**config.mk**
```make
export PLATFORM = sky130hd
export DESIGN_NAME = hdshk_req_ack_rx_flat
export DESIGN_NICKNAME = d
export VERILOG_FILES = /design/src/rtl/hdshk_pkg.sv /design/src/rtl/hdshk_req_ack_rx_if.sv /design/src/rtl/hdshk_bit_sync.sv /design/src/rtl/hdshk_req_ack_rx.sv /design/src/flat_wrapper.sv
export SDC_FILE = /design/constraint.sdc
export NUM_CORES = 1
export LEC_CHECK = 0
export ABC_CLOCK_PERIOD_IN_PS = 1550
export CELL_PAD_IN_SITES_DETAIL_PLACEMENT = 0
export CELL_PAD_IN_SITES_GLOBAL_PLACEMENT = 1
export CORE_MARGIN = 2
export CORE_UTILIZATION = 33
export DETAILED_ROUTE_END_ITERATION = 10
export GPL_TIMING_DRIVEN = 0
export PLACE_DENSITY_LB_ADDON = 0.1
export SYNTH_ARGS = -nofsm -noshare
export SYNTH_HDL_FRONTEND = slang
export SYNTH_SLANG_ARGS = --single-unit
```
**constraint.sdc**
```tcl
create_clock -name clk_b -period 1.55 [get_ports clk_b]
set_input_delay 0.31 -clock clk_b [delete_from_list [all_inputs] [get_ports clk_b]]
set_output_delay 0.31 -clock clk_b [all_outputs]
set_load 0.005 [all_outputs]
```
**src/rtl/hdshk_pkg.sv**
```systemverilog
// rtl/hdshk_pkg.sv - shared types and defaults for the req/ack receiver
// Contents:
//   DW_DEF          default data word width
//   SYNC_STAGES_DEF default depth of the req synchronizer (minimum 2)
//   state_e         receiver FSM states
package hdshk_pkg;

    localparam int DW_DEF          = 8;
    localparam int SYNC_STAGES_DEF = 2;

    typedef enum logic [1:0] {
        IDLE = 2'd0,
        HOLD = 2'd1,
        ACK  = 2'd2
    } state_e;

endpackage

```
**src/rtl/hdshk_req_ack_rx_if.sv**
```systemverilog
// rtl/hdshk_req_ack_rx_if.sv - handshake bundle between source, receiver and consumer
// Signals:
//   req_a, data_a        4-phase request and data from the source domain
//   ack_b                4-phase acknowledge back to the source
//   dout, dout_valid     captured word offered downstream
//   dout_ready           downstream accept
//   busy, proto_err      receiver status
// Modports:
//   master  environment side (source + consumer)
//   slave   receiver side
interface hdshk_req_ack_rx_if #(
    parameter int DW = hdshk_pkg::DW_DEF
);
    logic          req_a;
    logic [DW-1:0] data_a;
    logic          ack_b;
    logic [DW-1:0] dout;
    logic          dout_valid;
    logic          dout_ready;
    logic          busy;
    logic          proto_err;

    modport master (
        output req_a, data_a, dout_ready,
        input  ack_b, dout, dout_valid, busy, proto_err
    );

    modport slave (
        input  req_a, data_a, dout_ready,
        output ack_b, dout, dout_valid, busy, proto_err
    );
endinterface

```
**src/rtl/hdshk_bit_sync.sv**
```systemverilog
// rtl/hdshk_bit_sync.sv - multi-flop single-bit synchronizer with async active-low clear
// Ports:
//   clk    destination clock
//   rst_n  asynchronous active-low clear of every stage
//   d_i    asynchronous input bit
//   q_o    synchronized output (last stage only)
module hdshk_bit_sync #(
    parameter int STAGES = 2
) (
    input  logic clk,
    input  logic rst_n,
    input  logic d_i,
    output logic q_o
);

    logic [STAGES-1:0] sync_q;

    always_ff @(posedge clk or negedge rst_n) begin
        if (!rst_n) begin
            sync_q <= '0;
        end else begin
            sync_q <= {sync_q[STAGES-2:0], d_i};
        end
    end

    assign q_o = sync_q[STAGES-1];

endmodule

```
**src/rtl/hdshk_req_ack_rx.sv**
```systemverilog
// rtl/hdshk_req_ack_rx.sv - 4-phase req/ack receiver delivering words on a valid/ready port
// Ports:
//   clk_b  receiver clock, all flops on its rising edge
//   rst_n  asynchronous active-low reset
//   bus    hdshk_req_ack_rx_if slave: req_a/data_a in, ack_b out,
//          dout/dout_valid/dout_ready downstream, busy/proto_err status
module hdshk_req_ack_rx
    import hdshk_pkg::*;
#(
    parameter int DW          = DW_DEF,
    parameter int SYNC_STAGES = SYNC_STAGES_DEF
) (
    input  logic         clk_b,
    input  logic         rst_n,
    hdshk_req_ack_rx_if.slave bus
);

    state_e        state_q, state_d;
    logic [DW-1:0] dout_q, dout_d;
    logic          valid_q, valid_d;
    logic          ack_q, ack_d;
    logic          perr_q, perr_d;
    logic          busy_q;
    logic          req_s;

    hdshk_bit_sync #(
        .STAGES (SYNC_STAGES)
    ) u_req_sync (
        .clk   (clk_b),
        .rst_n (rst_n),
        .d_i   (bus.req_a),
        .q_o   (req_s)
    );

    always_ff @(posedge clk_b or negedge rst_n) begin
        if (!rst_n) begin
            state_q <= IDLE;
            dout_q  <= '0;
            valid_q <= 1'b0;
            ack_q   <= 1'b0;
            perr_q  <= 1'b0;
            busy_q  <= 1'b0;
        end else begin
            state_q <= state_d;
            dout_q  <= dout_d;
            valid_q <= valid_d;
            ack_q   <= ack_d;
            perr_q  <= perr_d;
            busy_q  <= (state_d != IDLE);
        end
    end

    always_comb begin
        state_d = state_q;
        dout_d  = dout_q;
        valid_d = valid_q;
        ack_d   = ack_q;
        perr_d  = perr_q;
        unique case (state_q)
            IDLE: begin
                ack_d = 1'b0;
                if (req_s) begin
                    dout_d  = bus.data_a;
                    valid_d = 1'b1;
                    state_d = HOLD;
                end
            end
            HOLD: begin
                ack_d = 1'b0;
                // The source must keep req high until it sees ack; a drop here
                // is flagged, but the captured word is still delivered.
                if (!req_s) begin
                    perr_d = 1'b1;
                end
                if (bus.dout_ready) begin
                    valid_d = 1'b0;
                    ack_d   = 1'b1;
                    state_d = ACK;
                end
            end
            ACK: begin
                valid_d = 1'b0;
                if (req_s) begin
                    ack_d = 1'b1;
                end else begin
                    ack_d   = 1'b0;
                    state_d = IDLE;
                end
            end
            default: begin
                state_d = IDLE;
                valid_d = 1'b0;
                ack_d   = 1'b0;
            end
        endcase
    end

    assign bus.ack_b      = ack_q;
    assign bus.dout       = dout_q;
    assign bus.dout_valid = valid_q;
    assign bus.busy       = busy_q;
    assign bus.proto_err  = perr_q;

endmodule

```
**src/flat_wrapper.sv**
```systemverilog
// flat-port wrapper written by rule: the top's interface ports become plain ports
module hdshk_req_ack_rx_flat import hdshk_pkg::*;
#(
    parameter int DW          = DW_DEF,
    parameter int SYNC_STAGES = SYNC_STAGES_DEF
)
  (clk_b, rst_n, bus_req_a, bus_data_a, bus_dout_ready, bus_ack_b, bus_dout, bus_dout_valid, bus_busy, bus_proto_err);
  hdshk_req_ack_rx_if #(.DW(DW)) bus_i ();
  input  logic clk_b;
  input  logic rst_n;
  input wire logic [$bits(bus_i.req_a)-1:0] bus_req_a;
  input wire logic [$bits(bus_i.data_a)-1:0] bus_data_a;
  input wire logic [$bits(bus_i.dout_ready)-1:0] bus_dout_ready;
  output wire logic [$bits(bus_i.ack_b)-1:0] bus_ack_b;
  output wire logic [$bits(bus_i.dout)-1:0] bus_dout;
  output wire logic [$bits(bus_i.dout_valid)-1:0] bus_dout_valid;
  output wire logic [$bits(bus_i.busy)-1:0] bus_busy;
  output wire logic [$bits(bus_i.proto_err)-1:0] bus_proto_err;
  assign bus_i.req_a = bus_req_a;
  assign bus_i.data_a = bus_data_a;
  assign bus_i.dout_ready = bus_dout_ready;
  assign bus_ack_b = bus_i.ack_b;
  assign bus_dout = bus_i.dout;
  assign bus_dout_valid = bus_i.dout_valid;
  assign bus_busy = bus_i.busy;
  assign bus_proto_err = bus_i.proto_err;
  hdshk_req_ack_rx #(.DW(DW), .SYNC_STAGES(SYNC_STAGES)) u_core (.clk_b(clk_b), .rst_n(rst_n), .bus(bus_i));
endmodule
```
==> flow_summary_export.csv <==
group,metric,value,unit
pwr,total_leakage_power,0.437,nW
routing,dr.first_iter.drc_count,0,
setup_path,crit_start,"u_core.state_q[0]$_DFF_PN0_",
routing,antenna_left,0,
setup_path,cp_max_fo,7,
synthesis,syn-cell-area,673,um^2
synthesis,syn_area_per_cell,13.5,um^2
setup_path,crit_type,"register to register",
grt,grt_overflow,0,
placement,dp_cells,100,
synthesis,yosys_warnings,0,
cts,clk_path_buf_depth,2,
setup_path,reg2reg_setup_slack,60,ps
pwr,ir_drop,1.04,mV
finish,final_util,51.0,%
setup_path,endpoint,"u_core.bus.dout_valid$_DFFE_PN0P_",
placement,gp_congestion,0.765,
cts,cts.sinks,16,
cts,insertion_delay,280,ps
synthesis,ys_seq_area_share,59.5,%
floorplan,die_w,49.2,um
routing,wl_per_cell,11.3,um
job,cap_violations,0,
cts,cts.reportedPaths.clkPinSlew,90,ps
synthesis,yosys_register_bits,16,
floorplan,start_util,34.7,%
timing,clock_skew,1.77,ps
cts,cts_tree,"done",
finish,layout_common_cells,"clkdlybuf4s50_1 (23), dfrtp_1 (15), mux2_2 (8)",
setup_path,crit_path_end_kind,"register",
routing,avgViaCountPerCell,4.22,
floorplan,die_height,49.2,um
timing,relSlewSlack,54.0,%
routing,drc,0,
pwr,p_per_area,1780,mW/mm^2
setup_path,reg2reg_depth,4,
floorplan,design.portCount,24,
worst_hold_path,min_from,"u_core.u_req_sync.sync_q[0]$_DFF_PN0_",
finish,drive_above_1_share,20.3,%
setup_path,cp-start-kind,"register",
finish,layout.cells.non_filler,106,
timing,final_hold_viol_count,0,
cts,h-tree-depth,1,
timing,fin_hold_ws,356,ps
timing,fin_crit_sh,95.9,%
cts,cts_root_buf,"clkbuf_4",
finish,final_common_cell,"clkdlybuf4s50_1",
placement,dp_hpwl,881,um
floorplan,core_area,0.00194,mm^2
finish,fill_cells,188,
placement,numPortBuffers,23,
floorplan,dieArea,0.00242,mm^2
timing,worstMarginPinSlew,687,ps
grt,antenna_found_initial,0,
placement,dp_slack,-51.0,ps
synthesis,synth_cell_types,15,
status,status,"finished, final reports clean",
setup_path,reg2reg_from,"u_core.state_q[0]$_DFF_PN0_",
cts,numCtsBuffers,3,
routing,drt-total-wl,1200,um
timing,setup_tns,0,ps
grt,grt_util_all_layers,10.5,%
timing,setup_viol,0,
timing,layout_min_cycle_time,1490,ps
finish,layout-area-overhead-vs-synth,47.0,%
floorplan,rows,16,
synthesis,synthCells,50,
finish,n_antenna_cell,0,
timing,fin_ws,63.9,ps
grt,grt_pass1_wl,1970,um
timing,slew_viol_final,0,
finish,finalNetCount,97,
setup_path,required,1720,ps
routing,drtPass1Iterations,1,
setup_path,reg2reg_to,"u_core.bus.dout_valid$_DFFE_PN0P_",
worst_hold_path,holdCritPathClass,"register to register",
timing,fmax,0.673,GHz
grt,grt_max_degree,17,
grt,grt_pass1_vias,456,
routing,vias,447,
synthesis,syn_nets,67,
setup_path,arrival,1650,ps
[flip-flops by register name, indices dropped and copies added, names as in the netlist]
signal                    flops
u_core.bus.dout               8
u_core.state_q                2
u_core.u_req_sync.sync_q      2
u_core.bus.ack_b              1
u_core.bus.busy               1
u_core.bus.dout_valid         1
u_core.bus.proto_err          1
[worst min-delay path by stage]
stage,end,slack [ps],cells after the start
2_1_floorplan,u_core.bus.ack_b$_DFF_PN0_,10,0
3_3_place_gp,u_core.u_req_sync.sync_q[1]$_DFF_PN0_,330,0
3_5_place_dp,u_core.u_req_sync.sync_q[1]$_DFF_PN0_,340,0
4_1_cts,u_core.u_req_sync.sync_q[1]$_DFF_PN0_,360,0
5_1_grt,u_core.u_req_sync.sync_q[1]$_DFF_PN0_,370,0
6_report,u_core.u_req_sync.sync_q[1]$_DFF_PN0_,360,0
[power breakdown]
| group | total, mW | internal (mW) | switching [mW] |
|---|---|---|---|
| logic | 0.810 | 0.514 | 0.296 |
| registers | 0.686 | 0.588 | 0.0978 |
| clock network | 0.268 | 0.143 | 0.126 |
| total | 1.76 | 1.24 | 0.519 |
[cells in the mapped netlist]
library cell	n	share of area [%]
mux2_2	8	13
nand2_1	3	1.7
o21bai_1	1	1.1
ha_1	5	9.3
mux2_1	1	1.7
nand2_4	1	1.7
inv_1	4	2.2
a21o_1	1	1.1
dfrtp_1	16	59
nor2_1	1	0.56
and2b_1	1	1.1
a211oi_1	1	1.1
a21oi_1	5	3.7
a21boi_0	1	1.1
o21ai_0	1	0.74
[cell type report]
cell class                 count  area, um^2  area share, %
timing repair buffer          25         245           24.8
inverter                       4        15.0           1.52
multi-input combinational     30         258           26.0
sequential                    16         402           40.6
clock buffer                   4        36.3           3.67
tap                           27        33.8           3.41
[metal layers]
layer  routed length [um]  global-route usage (%)
met5                    0                       0
met1                  565                    12.8
met3                   84                    3.68
met4                    0                    2.86
met2                  553                    17.6
[kinds of logic after synthesis]
kind of cell | synth area share, %
flops | 59.5
compound gates | 8.92
mux | 15.1
simple gates | 5.02
fa+ha+maj | 9.29
buf+inv | 2.23
[timing repair]
action                                  CTS  global route
buffers inserted                          0             2
endpoints found under the setup margin    0             1
gates resized for setup                   0             1
hold buffers                              0             0
[worst max-delay path, stage by stage, from the launching register on]
cell	delay [ps]
dfrtp_2	460
ha_1	260
and2b_1	180
a21oi_1	140
mux2_1	330
[through the flow]
step | cell area [um^2] | total power, mW
2_1_floorplan | 673 | 1.08
3_3_place_gp | 937 | 1.46
3_5_place_dp | 937 | 1.47
4_1_cts | 973 | 1.75
5_1_grt | 990 | 1.90
6_report | 990 | 1.76
(Power assumes the default switching activity.)
